===== src/rtl/ysyx_pkg.sv =====
`default_nettype none
// ============================================================================
// Module      : ysyx_pkg
// Description : Shared types and constants for the L1 bus arbiter slice.
// Revision    : 1.0 - initial release
// ============================================================================
package ysyx_pkg;

    localparam int YSYX_BUS_STRB_W = 8;

    typedef enum logic [2:0] {
        IDLE  = 3'd0,
        RADDR = 3'd1,
        RDATA = 3'd2,
        WADDR = 3'd3,
        WRESP = 3'd4
    } arb_state_t;

endpackage
`default_nettype wire


===== src/rtl/ysyx_rr_arb.sv =====
`default_nettype none
// ============================================================================
// Module      : ysyx_rr_arb
// Description : Combinational round-robin picker: first request at or after
//               ptr (mod NRD_P), returned as one-hot grant plus index.
// Revision    : 1.0 - initial release
// ============================================================================
module ysyx_rr_arb
    import ysyx_pkg::*;
#(
    parameter int NRD_P = 2,
    parameter int PTR_W = 1
) (
    input  logic [NRD_P-1:0] req,
    input  logic [PTR_W-1:0] ptr,
    output logic [NRD_P-1:0] grant,
    output logic [PTR_W-1:0] idx,
    output logic             any
);

    int w_cand;

    always_comb begin
        grant  = '0;
        idx    = '0;
        any    = 1'b0;
        w_cand = 0;
        for (int off = 0; off < NRD_P; off++) begin
            w_cand = int'(ptr) + off;
            if (w_cand >= NRD_P) begin
                w_cand = w_cand - NRD_P;
            end
            // Constant-indexed scan keeps the select free of variable indexing.
            for (int i = 0; i < NRD_P; i++) begin
                if (!any && req[i] && (i == w_cand)) begin
                    any      = 1'b1;
                    grant[i] = 1'b1;
                    idx      = PTR_W'(i);
                end
            end
        end
    end

endmodule
`default_nettype wire


===== src/rtl/ysyx_l1_bus_arb.sv =====
`default_nettype none
// ============================================================================
// Module      : ysyx_l1_bus_arb
// Description : N read channels plus one write channel arbitrated onto a
//               single downstream bus, with burst forwarding and abort drain.
// Revision    : 1.0 - initial release
// ============================================================================
module ysyx_l1_bus_arb
    import ysyx_pkg::*;
#(
    parameter int XLEN    = 32,
    parameter int NRD     = 2,
    parameter int WR_PRIO = 1,
    parameter int MAXBEAT = 8
) (
    input  logic                           clock,
    input  logic                           reset,
    input  logic [NRD-1:0]                 m_arvalid,
    input  logic [NRD*XLEN-1:0]            m_araddr,
    input  logic [NRD*YSYX_BUS_STRB_W-1:0] m_rstrb,
    output logic [NRD-1:0]                 m_arready,
    output logic [NRD-1:0]                 m_rvalid,
    output logic [XLEN-1:0]                m_rdata,
    output logic                           m_rlast,
    input  logic [NRD-1:0]                 m_abort,
    input  logic                           w_awvalid,
    input  logic [XLEN-1:0]                w_awaddr,
    input  logic [XLEN-1:0]                w_wdata,
    input  logic [YSYX_BUS_STRB_W-1:0]     w_wstrb,
    output logic                           w_wready,
    output logic                           s_arvalid,
    output logic [XLEN-1:0]                s_araddr,
    output logic [YSYX_BUS_STRB_W-1:0]     s_rstrb,
    input  logic                           s_arready,
    input  logic                           s_rvalid,
    input  logic [XLEN-1:0]                s_rdata,
    input  logic                           s_rlast,
    output logic                           s_awvalid,
    output logic [XLEN-1:0]                s_awaddr,
    output logic                           s_wvalid,
    output logic [XLEN-1:0]                s_wdata,
    output logic [YSYX_BUS_STRB_W-1:0]     s_wstrb,
    input  logic                           s_awready,
    input  logic                           s_bvalid,
    output logic                           busy,
    output logic                           err
);

    localparam int c_nch    = (WR_PRIO != 0) ? NRD : NRD + 1;
    localparam int c_ptr_w  = $clog2(c_nch);
    localparam int c_beat_w = $clog2(MAXBEAT) + 1;

    localparam logic [c_ptr_w-1:0]  c_ptr_last = c_ptr_w'(c_nch - 1);
    localparam logic [c_beat_w-1:0] c_maxbeat  = c_beat_w'(MAXBEAT);
    localparam logic [c_beat_w-1:0] c_beat_sat = '1;

    arb_state_t                 r_state;
    arb_state_t                 w_state_n;
    logic [c_ptr_w-1:0]         r_ptr;
    logic [NRD-1:0]             r_gnt;
    logic [XLEN-1:0]            r_addr;
    logic [XLEN-1:0]            r_wdata;
    logic [YSYX_BUS_STRB_W-1:0] r_strb;
    logic                       r_drop;
    logic [c_beat_w-1:0]        r_beat;
    logic                       r_err;

    logic [c_ptr_w-1:0]         w_arb_idx;
    logic [NRD-1:0]             w_rd_gnt;
    logic                       w_wr_go;
    logic                       w_rd_go;
    logic                       w_ptr_adv;
    logic [XLEN-1:0]            w_sel_addr;
    logic [YSYX_BUS_STRB_W-1:0] w_sel_strb;
    logic                       w_abort_hit;
    logic                       w_fwd;

    // Write either pre-empts the read arbiter or takes slot NRD of the rotation.
    if (WR_PRIO != 0) begin : g_wr_prio
        logic [NRD-1:0] w_gnt;
        logic           w_any;

        ysyx_rr_arb #(
            .NRD_P (NRD),
            .PTR_W (c_ptr_w)
        ) u_rr_arb (
            .req   (m_arvalid),
            .ptr   (r_ptr),
            .grant (w_gnt),
            .idx   (w_arb_idx),
            .any   (w_any)
        );

        assign w_wr_go   = w_awvalid;
        assign w_rd_go   = !w_awvalid && w_any;
        assign w_rd_gnt  = w_gnt;
        assign w_ptr_adv = w_rd_go;
    end else begin : g_wr_rr
        logic [NRD:0] w_gnt;
        logic         w_any;

        ysyx_rr_arb #(
            .NRD_P (NRD + 1),
            .PTR_W (c_ptr_w)
        ) u_rr_arb (
            .req   ({w_awvalid, m_arvalid}),
            .ptr   (r_ptr),
            .grant (w_gnt),
            .idx   (w_arb_idx),
            .any   (w_any)
        );

        assign w_wr_go   = w_any && w_gnt[NRD];
        assign w_rd_go   = w_any && !w_gnt[NRD];
        assign w_rd_gnt  = w_gnt[NRD-1:0];
        assign w_ptr_adv = w_any;
    end

    always_comb begin
        w_sel_addr = '0;
        w_sel_strb = '0;
        for (int i = 0; i < NRD; i++) begin
            if (w_rd_gnt[i]) begin
                w_sel_addr = m_araddr[i*XLEN +: XLEN];
                w_sel_strb = m_rstrb[i*YSYX_BUS_STRB_W +: YSYX_BUS_STRB_W];
            end
        end
    end

    always_comb begin
        w_state_n = r_state;
        case (r_state)
            IDLE: begin
                if (w_wr_go) begin
                    w_state_n = WADDR;
                end else if (w_rd_go) begin
                    w_state_n = RADDR;
                end
            end
            RADDR:   if (s_arready)           w_state_n = RDATA;
            RDATA:   if (s_rvalid && s_rlast) w_state_n = IDLE;
            WADDR:   if (s_awready)           w_state_n = WRESP;
            WRESP:   if (s_bvalid)            w_state_n = IDLE;
            default:                          w_state_n = IDLE;
        endcase
    end

    always_ff @(posedge clock) begin
        if (reset) begin
            r_state <= IDLE;
        end else begin
            r_state <= w_state_n;
        end
    end

    // An abort in the current cycle already suppresses that cycle's beat.
    assign w_abort_hit = |(m_abort & r_gnt);
    assign w_fwd       = (r_state == RDATA) && s_rvalid && !r_drop && !w_abort_hit;

    always_ff @(posedge clock) begin
        if (reset) begin
            r_ptr   <= '0;
            r_gnt   <= '0;
            r_addr  <= '0;
            r_wdata <= '0;
            r_strb  <= '0;
            r_drop  <= 1'b0;
            r_beat  <= '0;
            r_err   <= 1'b0;
        end else begin
            if (r_state == IDLE) begin
                if (w_wr_go) begin
                    r_gnt   <= '0;
                    r_addr  <= w_awaddr;
                    r_wdata <= w_wdata;
                    r_strb  <= w_wstrb;
                end else if (w_rd_go) begin
                    r_gnt  <= w_rd_gnt;
                    r_addr <= w_sel_addr;
                    r_strb <= w_sel_strb;
                    r_drop <= 1'b0;
                    r_beat <= '0;
                end
                if (w_ptr_adv) begin
                    r_ptr <= (w_arb_idx == c_ptr_last) ? '0 : w_arb_idx + 1'b1;
                end
            end
            if (((r_state == RADDR) || (r_state == RDATA)) && w_abort_hit) begin
                r_drop <= 1'b1;
            end
            if ((r_state == RDATA) && s_rvalid) begin
                if (r_beat != c_beat_sat) begin
                    r_beat <= r_beat + 1'b1;
                end
                if (r_beat >= c_maxbeat) begin
                    r_err <= 1'b1;
                end
            end
        end
    end

    assign m_arready = r_gnt & {NRD{(r_state == RADDR) && s_arready && !r_drop && !w_abort_hit}};
    assign m_rvalid  = r_gnt & {NRD{w_fwd}};
    assign m_rdata   = w_fwd ? s_rdata : '0;
    assign m_rlast   = w_fwd && s_rlast;

    assign s_arvalid = (r_state == RADDR);
    assign s_araddr  = r_addr;
    assign s_rstrb   = r_strb;
    assign s_awvalid = (r_state == WADDR);
    assign s_wvalid  = (r_state == WADDR);
    assign s_awaddr  = r_addr;
    assign s_wdata   = r_wdata;
    assign s_wstrb   = r_strb;
    assign w_wready  = (r_state == WRESP) && s_bvalid;

    assign busy = (r_state != IDLE);
    assign err  = r_err;

endmodule
`default_nettype wire


===== config.mk =====
export PLATFORM = sky130hd
export DESIGN_NAME = ysyx_l1_bus_arb
export DESIGN_NICKNAME = d
export VERILOG_FILES = /design/src/rtl/ysyx_pkg.sv /design/src/rtl/ysyx_rr_arb.sv /design/src/rtl/ysyx_l1_bus_arb.sv
export SDC_FILE = /design/constraint.sdc
export NUM_CORES = 1
export LEC_CHECK = 0
export CAP_MARGIN = 40
export CORE_AREA = 8 8 130 132
export DETAILED_ROUTE_END_ITERATION = 12
export DIE_AREA = 0 0 138 140
export GPL_TIMING_DRIVEN = 0
export MAX_ROUTING_LAYER = met4
export PLACE_DENSITY = 0.75
export SLEW_MARGIN = 20
export SYNTH_ARGS = -nofsm -noshare
export SYNTH_HDL_FRONTEND = slang
export SYNTH_SLANG_ARGS = --single-unit

===== constraint.sdc =====
create_clock -name clock -period 1.9 [get_ports clock]
set_clock_uncertainty 0.15 [all_clocks]
set_input_delay 0.285 -clock clock [delete_from_list [all_inputs] [get_ports clock]]
set_output_delay 0.285 -clock clock [all_outputs]
set_load 0.005 [all_outputs]

==> results of run 1 <==
-- power breakdown --
part,total (mW),internal [mW],switching [mW]
clock network,1.83,1.04,0.794
registers,2.40,2.10,0.299
logic,4.14,2.52,1.62
-- kinds of logic (layout without fill, tap and decap cells) --
group / Yosys count / in the layout / synth area share
flip-flops: 84 / 84 / 0.3483
AO/OA/AOI/OAI: 135 / 135 / 0.2519
buffers and inverters: 102 / 508 / 0.1283
XOR/XNOR: 1 / 1 / 0.001814
AND/OR/NAND/NOR: 217 / 218 / 0.2584
other: 0 / 1 / 0
multiplexers: 3 / 3 / 0.006219
adder cells (fa/ha/maj): 2 / 2 / 0.005182
-- stage by stage --
step	TNS [ns]	instance area, µm²	std cells
CTS	-9.937	9387	1141
global route	-10.10	9514	1140
global placement	-58.14	8557	1081
finish	-8.152	9514	1140
floorplan	0	4828	544
detailed placement	-60.04	8557	1081
-- registers in the layout, indices dropped and copies added, names as in the netlist --
name,count
s_araddr,32
s_wdata,32
s_rstrb,8
r_beat,4
r_state,3
r_gnt,2
err,1
r_drop,1
r_ptr,1
-- worst max path at each step --
stage / end / slack [ns] / depth (start not counted)
finish: m_rdata[20] / -0.32 / 8
global route: m_rdata[3] / -0.38 / 7
CTS: m_rdata[19] / -0.35 / 7
detailed placement: m_rdata[1] / -1.22 / 6
global placement: m_rdata[11] / -1.20 / 6
floorplan: m_rdata[10] / 0.23 / 4
-- per-layer routing --
metal	vias up	GRT usage	routed length, µm
met5	-	-	0
met4	0	0.05378	296
met3	17	0.08012	1717
met2	247	0.3941	11590
met1	2709	0.2415	9151
li1	2757	-	-
-- Yosys cell counts, drive strengths merged (3+ instances only) --
cell type / count / area share
nand2: 70 / 0.054
o21ai: 3 / 0.0031
mux2i: 3 / 0.0062
a21oi: 42 / 0.044
a221oi: 40 / 0.073
dfxtp: 84 / 0.35
and3: 36 / 0.047
clkbuf: 30 / 0.024
a21boi: 3 / 0.0062
nor2: 4 / 0.0031
inv: 4 / 0.0031
nand3: 6 / 0.0062
nor2b: 43 / 0.056
and2: 4 / 0.0052
buf: 68 / 0.10
nor3: 4 / 0.0065
nand3b: 40 / 0.062
o41ai: 40 / 0.11
nand2b: 5 / 0.0065
-- repair_timing --
action,4_1_cts,5_1_grt
setup endpoints to repair,44,96
pin swaps,22,18
hold endpoints to repair,0,0
hold buffers,0,0
resized for setup,243,41
buffers inserted,40,6
cloned,4,0
-- cell type report --
type                            instances  area (µm²)
Fill cell                            1286        5350
Timing Repair Buffer                  395        3919
Multi-Input combinational cell        359        2709
Sequential cell                        84        1690
Buffer                                 93       636.9
Tap cell                              188       235.2
Clock buffer                            9       225.2
Clock inverter                          7       81.33
Inverter                                4       15.01
Antenna cell                            1       2.502
==> flow_metrics.tcl, run 1 <==
set metrics [dict create \
    violations "negative setup slack" \
    max_slew_margin 0.4966 \
    regToRegSetupSlack_ns 0.07 \
    hold_end "r_ptr$_SDFFE_PP0P_" \
    place_ws_ns -1.220 \
    wl_per_cell_um 19.96 \
    leakage_nw 3.883 \
    grt_setup_unrepaired "true" \
    finalPower_mw 8.375 \
    min_period_ns 2.224 \
    path_cells "clkdlybuf4s50_1 -> a22oi_2 -> nor2b_4 -> clkbuf_8 -> buf_6 -> buf_6 -> and3_4 -> buf_6" \
    start_kind "primary input" \
    synth_edf_count 0 \
    crit_family "buffers and inverters" \
    cts-root-buf "clkbuf_16" \
    die_h_um 140 \
    yosysSeqAreaShare 0.3483 \
    p_per_area_mw_per_mm2 880.3 \
    yosys_warnings 0 \
    synthCells 544 \
    grt_max_degree 17 \
    cp-end-kind "output pin" \
    holdPathStages 2 \
    timing.max_cap.violations 0 \
    cts_tree "done" \
    std_cell_rows 45 \
    hp-class "primary input to flop" \
    final_util 0.6401 \
    syn-cell-area_mm2 0.004828 \
    h-tree-depth 3 \
    drcViolationCount 0 \
    grt_pass1_vias 6077 \
    crit_path_max_fanout 5 \
    ir_worst_vdd_v 0.0005277 \
    antenna_found_initial 1 \
    r2r_cells 7 \
    final_common_cell "clkdlybuf4s50_1" \
    hold_slack_ns 0.2119 \
    clk_latency_ns 0.34 \
    r2r-end "s_araddr[2]$_SDFFE_PP0P_" \
    syn_avg_cell_area_um2 8.876 \
    final_max_slew_viol_count 0 \
    die_area_mm2 0.01932 \
    hold_viol_final 0 \
    initial_core_util 0.3248 \
    ys_ff_latch 84 \
    final_cell_mix "303 x clkdlybuf4s50_1, 79 x dfxtp_1, 70 x nand2_1" \
    cp_num_buf_inv 5 \
    core_mm2 0.01486 \
    routabilityCongestion 0.8179 \
    path_clk_slew_ns 0.06 \
    r2r_start "r_state[2]$_SDFFE_PP0P_" \
    vias_per_cell 5.026 \
    portBuffers 349 \
    grt_pass1_wl_mm 34.04 \
    max-clock-path-buffers 2 \
    path_class "primary input to output pin" \
    grt_usage 0.2263 \
    clock-sinks 84 \
    area.growth.synth_to_final_pct 97.05 \
    io_pins 351 \
    crit_path_frequent_cell "buf_6" \
    cp.required_ns 1.46 \
    cts_buffers 9 \
    grt_overflow 0 \
    first_iter_violations 243 \
    holdCritStartpoint "m_arvalid[1]" \
    finalSetupViolations 37 \
    first_pass_iters 5 \
    synth-async-reset-ratio 0 \
    synth.distinct_cells 38 \
    ys.flop_type "dfxtp_1" \
    crit_path_start "m_abort[1]" \
    crit_path_top_delay_cell "clkdlybuf4s50_1" \
    max_freq_mhz 449.7 \
    cp_slowest_stage_delay_ns 0.42 \
    fin_ws_ns -0.3238 \
    synth_fp_nets 742 \
    fp.dieW_um 138 \
    status "complete, but fails checks" \
    vias 5730 \
    min_period_over_period 1.170 \
    worstPathArrival_ns 1.79 \
    worstMarginPinSlew_ns 0.7551 \
    nNetsFinal 1144 \
    wirelength_mm 22.76 \
    drive_above_1_share 0.2492 \
    hpwl_mm 17.47 \
    ant_nets 0 \
]
Power figures use the tool's default switching activity.
==> run 2, diff against run 1 <==
- SKIP_LAST_GASP: default -> 1
==> flow_metrics.tcl, run 2 (synthesis results as in run 1) <==
set metrics [dict create \
    status "complete, but fails checks" \
    violations "negative setup slack" \
    final_common_cell "clkdlybuf4s50_1" \
    grt_overflow 0 \
    hp-class "primary input to flop" \
    routabilityCongestion 0.8179 \
    min_period_ns 2.224 \
    seq_area_mm2 0.001690 \
    cp-end-kind "output pin" \
    crit_path_max_fanout 5 \
    final_max_slew_viol_count 0 \
    final_util 0.6400 \
    hold_slack_ns 0.2119 \
    final_cell_mix "303 x clkdlybuf4s50_1, 79 x dfxtp_1, 70 x nand2_1" \
    placed_cell_area_mm2 0.008557 \
    grt_usage 0.2263 \
    core_mm2 0.01486 \
    timing.max_cap.violations 0 \
    fp.dieW_um 138 \
    crit_path_top_delay_cell "clkdlybuf4s50_1" \
    crit_path_frequent_cell "buf_6" \
    cts_buffers 9 \
    cp_num_buf_inv 5 \
    finalSetupViolations 37 \
    crit_family "buffers and inverters" \
    area.growth.synth_to_final_pct 97.02 \
    max_slew_margin 0.4966 \
    cp_slowest_stage_delay_ns 0.42 \
    worstMarginPinSlew_ns 0.7551 \
    min_period_over_period 1.170 \
    vias_per_cell 5.026 \
    post-route-cell-area_mm2 0.009513 \
    max-clock-path-buffers 2 \
    fin_ws_ns -0.3238 \
    grt_max_degree 17 \
    std_cell_rows 45 \
    multiInputGateArea_mm2 0.002709 \
    vias 5730 \
    hold_viol_final 0 \
    cts_tree "done" \
    die_h_um 140 \
    p_per_area_mw_per_mm2 880.1 \
    antenna_found_initial 1 \
    worstPathArrival_ns 1.79 \
    ant_nets 0 \
    grt_pass1_wl_mm 34.04 \
    nFillCells 1284 \
    start_kind "primary input" \
    wirelength_mm 22.76 \
    finalPower_mw 8.372 \
    grt_pass1_vias 6077 \
    cts-root-buf "clkbuf_16" \
    path_clk_slew_ns 0.06 \
    drive_above_1_share 0.2492 \
    h-tree-depth 3 \
    max_freq_mhz 449.7 \
    path_cells "clkdlybuf4s50_1 -> a22oi_2 -> nor2b_4 -> clkbuf_8 -> buf_6 -> buf_6 -> and3_4 -> buf_6" \
    cp.required_ns 1.46 \
    drcViolationCount 0 \
    io_pins 351 \
    path_class "primary input to output pin" \
    final_cells 1140 \
    wl_per_cell_um 19.96 \
    hpwl_mm 17.47 \
    clock-sinks 84 \
    initial_core_util 0.3248 \
    first_pass_iters 5 \
    die_area_mm2 0.01932 \
    portBuffers 349 \
    place_inst 1081 \
    final.setup.tns_ns -8.153 \
    clk_latency_ns 0.34 \
    place_ws_ns -1.220 \
    leakage_nw 3.882 \
    nNetsFinal 1144 \
    ir_worst_vdd_v 0.0005277 \
    grt_setup_unrepaired "true" \
    first_iter_violations 243 \
]
[run 2: path summary, 6_finish.rpt]
path	from	end	slack [ns]	cells after the start
min reg2reg	s_wdata[28]$_SDFFE_PP0P_	s_wdata[28]$_SDFFE_PP0P_	0.30	2
max reg2reg	r_state[2]$_SDFFE_PP0P_	s_araddr[2]$_SDFFE_PP0P_	0.07	7
min	m_arvalid[1]	r_ptr$_SDFFE_PP0P_	0.21	2
max	m_abort[1]	m_rdata[20]	-0.32	8
[run 2: metal layers]
metal,GRT usage,vias up,share of wire
met3,0.08012,17,0.075
met1,0.2415,2709,0.40
met4,0.05378,0,0.013
li1,-,2757,-
met2,0.3941,247,0.51
met5,-,-,0
[run 2: what timing repair did]
action,CTS,global route
gates cloned,4,0
buffers inserted,40,6
pin swaps,22,18
hold buffers,0,0
resized for setup,243,40
endpoints found under the setup margin,44,96
[run 2: area by class of cell]
cell class                 instances  area share
antenna                            1   0.0002631
tap                              188     0.02473
inverter                           4    0.001578
sequential                        84      0.1777
clock inverter                     7    0.008549
buffer                            93     0.06682
multi-input combinational        359      0.2848
clock buffer                       9     0.02367
timing repair buffer             395      0.4119
[run 2: report_power, final]
part | switching (mW) | leakage, nW | total [mW] | internal, mW
clock | 0.794 | 0.147 | 1.83 | 1.04
combinational | 1.62 | 3.04 | 4.13 | 2.52
sequential | 0.299 | 0.692 | 2.40 | 2.10
total | 2.71 | 3.88 | 8.37 | 5.66
==> run 3, diff against run 2 <==
- CORE_AREA: 8 8 130 132 -> 2 2 136 138
- PLACE_DENSITY: 0.75 -> 0.64
==> flow_metrics.tcl, run 3 (synthesis results as in run 1) <==
set metrics [dict create \
    antenna_found_initial 0 \
    crit_path_max_fanout 6 \
    hpwl_mm 16.02 \
    leakage_nw 3.948 \
    drcViolationCount 0 \
    crit_path_top_delay_cell "clkdlybuf4s50_1" \
    clk_latency_ns 0.34 \
    first_pass_iters 5 \
    routabilityCongestion 0.8424 \
    die_h_um 140 \
    status "complete, but fails checks" \
    cts_buffers 9 \
    grt_setup_unrepaired "true" \
    busiest_layer "met2" \
    vias 5644 \
    wirelength_mm 21.19 \
    r2r_cells 13 \
    min_period_ns 2.163 \
    cp.required_ns 1.46 \
    min_period_over_period 1.139 \
    first_iter_violations 206 \
    finalSetupViolations 38 \
    grt_util_met2 0.3898 \
    wl_per_cell_um 17.90 \
    grt_usage 0.2179 \
    hold_viol_final 0 \
    area.growth.synth_to_final_pct 97.31 \
    finalPower_mw 8.397 \
    holdCritStartpoint "m_arvalid[1]" \
    p_per_area_mw_per_mm2 881.4 \
    final_common_cell "clkdlybuf4s50_1" \
    io_pins 351 \
    cp_slowest_stage_delay_ns 0.51 \
    grt_max_degree 18 \
    ant_nets 0 \
    fp.dieW_um 138 \
    cts-root-buf "clkbuf_16" \
    timing.max_cap.violations 0 \
    final_max_slew_viol_count 0 \
    worstMarginPinSlew_ns 0.7276 \
    final_cell_mix "302 x clkdlybuf4s50_1, 78 x dfxtp_1, 71 x buf_4" \
    grt_pass1_wl_mm 32.32 \
    holdPathStages 2 \
    fin_ws_ns -0.2635 \
    hp-class "primary input to flop" \
    antenna_cells 0 \
    use_met1 0.2452 \
    regToRegSetupSlack_ns -0.19 \
    crit_path_frequent_cell "buf_6" \
    ir_worst_vdd_v 0.0004575 \
    path_class "primary input to output pin" \
    h-tree-depth 3 \
    cts_tree "done" \
    r2r-end "r_drop$_SDFFE_PP0P_" \
    path_cells "clkdlybuf4s50_1 -> and4bb_4 -> buf_8 -> buf_6 -> buf_6 -> and3_4 -> buf_6" \
    max_slew_margin 0.5149 \
    portBuffers 349 \
    nNetsFinal 1148 \
    max_freq_mhz 462.2 \
    grt_overflow 0 \
    start_kind "primary input" \
    worstPathArrival_ns 1.73 \
    hold_end "r_ptr$_SDFFE_PP0P_" \
    cp-end-kind "output pin" \
    grt_pass1_vias 5861 \
    drive_above_1_share 0.2471 \
    initial_core_util 0.2716 \
    nFillCells 1679 \
    clock-sinks 84 \
    use_met3 0.05573 \
    core_mm2 0.01778 \
    r2r_start "r_gnt[1]$_SDFFE_PP0P_" \
    path_clk_slew_ns 0.07 \
    die_area_mm2 0.01932 \
    vias_per_cell 4.767 \
    violations "negative setup slack" \
    final_util 0.5358 \
    max-clock-path-buffers 2 \
    std_cell_rows 49 \
]
[run 3: cell types whose count changed in the layout (fill, tap and decap cells not counted), moves of 3 or more]
cell,change
and3_1,+11
and3_4,-11
buf_2,+8
buf_4,+9
buf_6,-19
buf_8,+5
dfxtp_4,+3
dlymetal6s2s_1,+3
inv_6,-4
inv_8,+3
[run 3: critical path: cells and delay by family]
kind                   cells  cell delay (ns)
and+or+nand+nor            2             0.53
buffers and inverters      5             0.91
[run 3: per-layer routing]
layer | up-vias | part of all wire
li1 | 2770 | -
met3 | 19 | 0.066
met5 | - | 0
met1 | 2624 | 0.40
met4 | 0 | 0.015
met2 | 231 | 0.52
[run 3: how the worst max path moves through the flow]
stage	start	depth (start not counted)	endpoint	slack, ns
6_report	s_rvalid	7	m_rdata[11]	-0.26
4_1_cts	r_state[0]$_SDFFE_PP0P_	7	m_rdata[22]	-0.35
3_5_place_dp	m_abort[0]	6	m_rdata[3]	-1.06
5_1_grt	r_gnt[1]$_SDFFE_PP0P_	7	m_arready[1]	-0.30
2_1_floorplan	r_gnt[0]$_SDFFE_PP0P_	4	m_rdata[10]	0.23
3_3_place_gp	m_abort[0]	6	m_rdata[3]	-1.09
[run 3: where the power goes]
part / switching [mW] / internal, mW
Clock: 0.853 / 1.06
Combinational: 1.58 / 2.49
Sequential: 0.307 / 2.11
[run 3: timing repair]
item	in CTS	in global routing
gates cloned	4	0
hold buffers	0	0
pin swaps	17	10
setup endpoints to repair	55	112
gates resized for setup	214	53
buffers inserted	41	5
hold endpoints to repair	0	0
[run 3: layout make-up]
cell class / instances / area (µm²) / share of cell area
Timing Repair Buffer: 397 / 3870 / 0.4062
Clock inverter: 7 / 95.09 / 0.009982
Tap cell: 229 / 286.5 / 0.03008
Multi-Input combinational cell: 359 / 2678 / 0.2811
Clock buffer: 9 / 225.2 / 0.02364
Inverter: 4 / 15.01 / 0.001576
Sequential cell: 84 / 1699 / 0.1784
Buffer: 95 / 658.1 / 0.06908
[run 3: metrics by stage]
| stage | TNS [ns] | worst slack, ns | instances | instance area (µm²) | hold WS, ns |
|---|---|---|---|---|---|
| 2_1_floorplan | 0 | 0.2330 | 544 | 4828 | 0.2511 |
| 3_3_place_gp | -55.53 | -1.088 | 1122 | 8608 | 0.2920 |
| 3_5_place_dp | -55.09 | -1.056 | 1122 | 8608 | 0.2963 |
| 4_1_cts | -10.32 | -0.3540 | 1183 | 9366 | 0.3066 |
| 5_1_grt | -9.266 | -0.3050 | 1184 | 9527 | 0.1831 |
| 6_report | -7.439 | -0.2635 | 1184 | 9527 | 0.1770 |
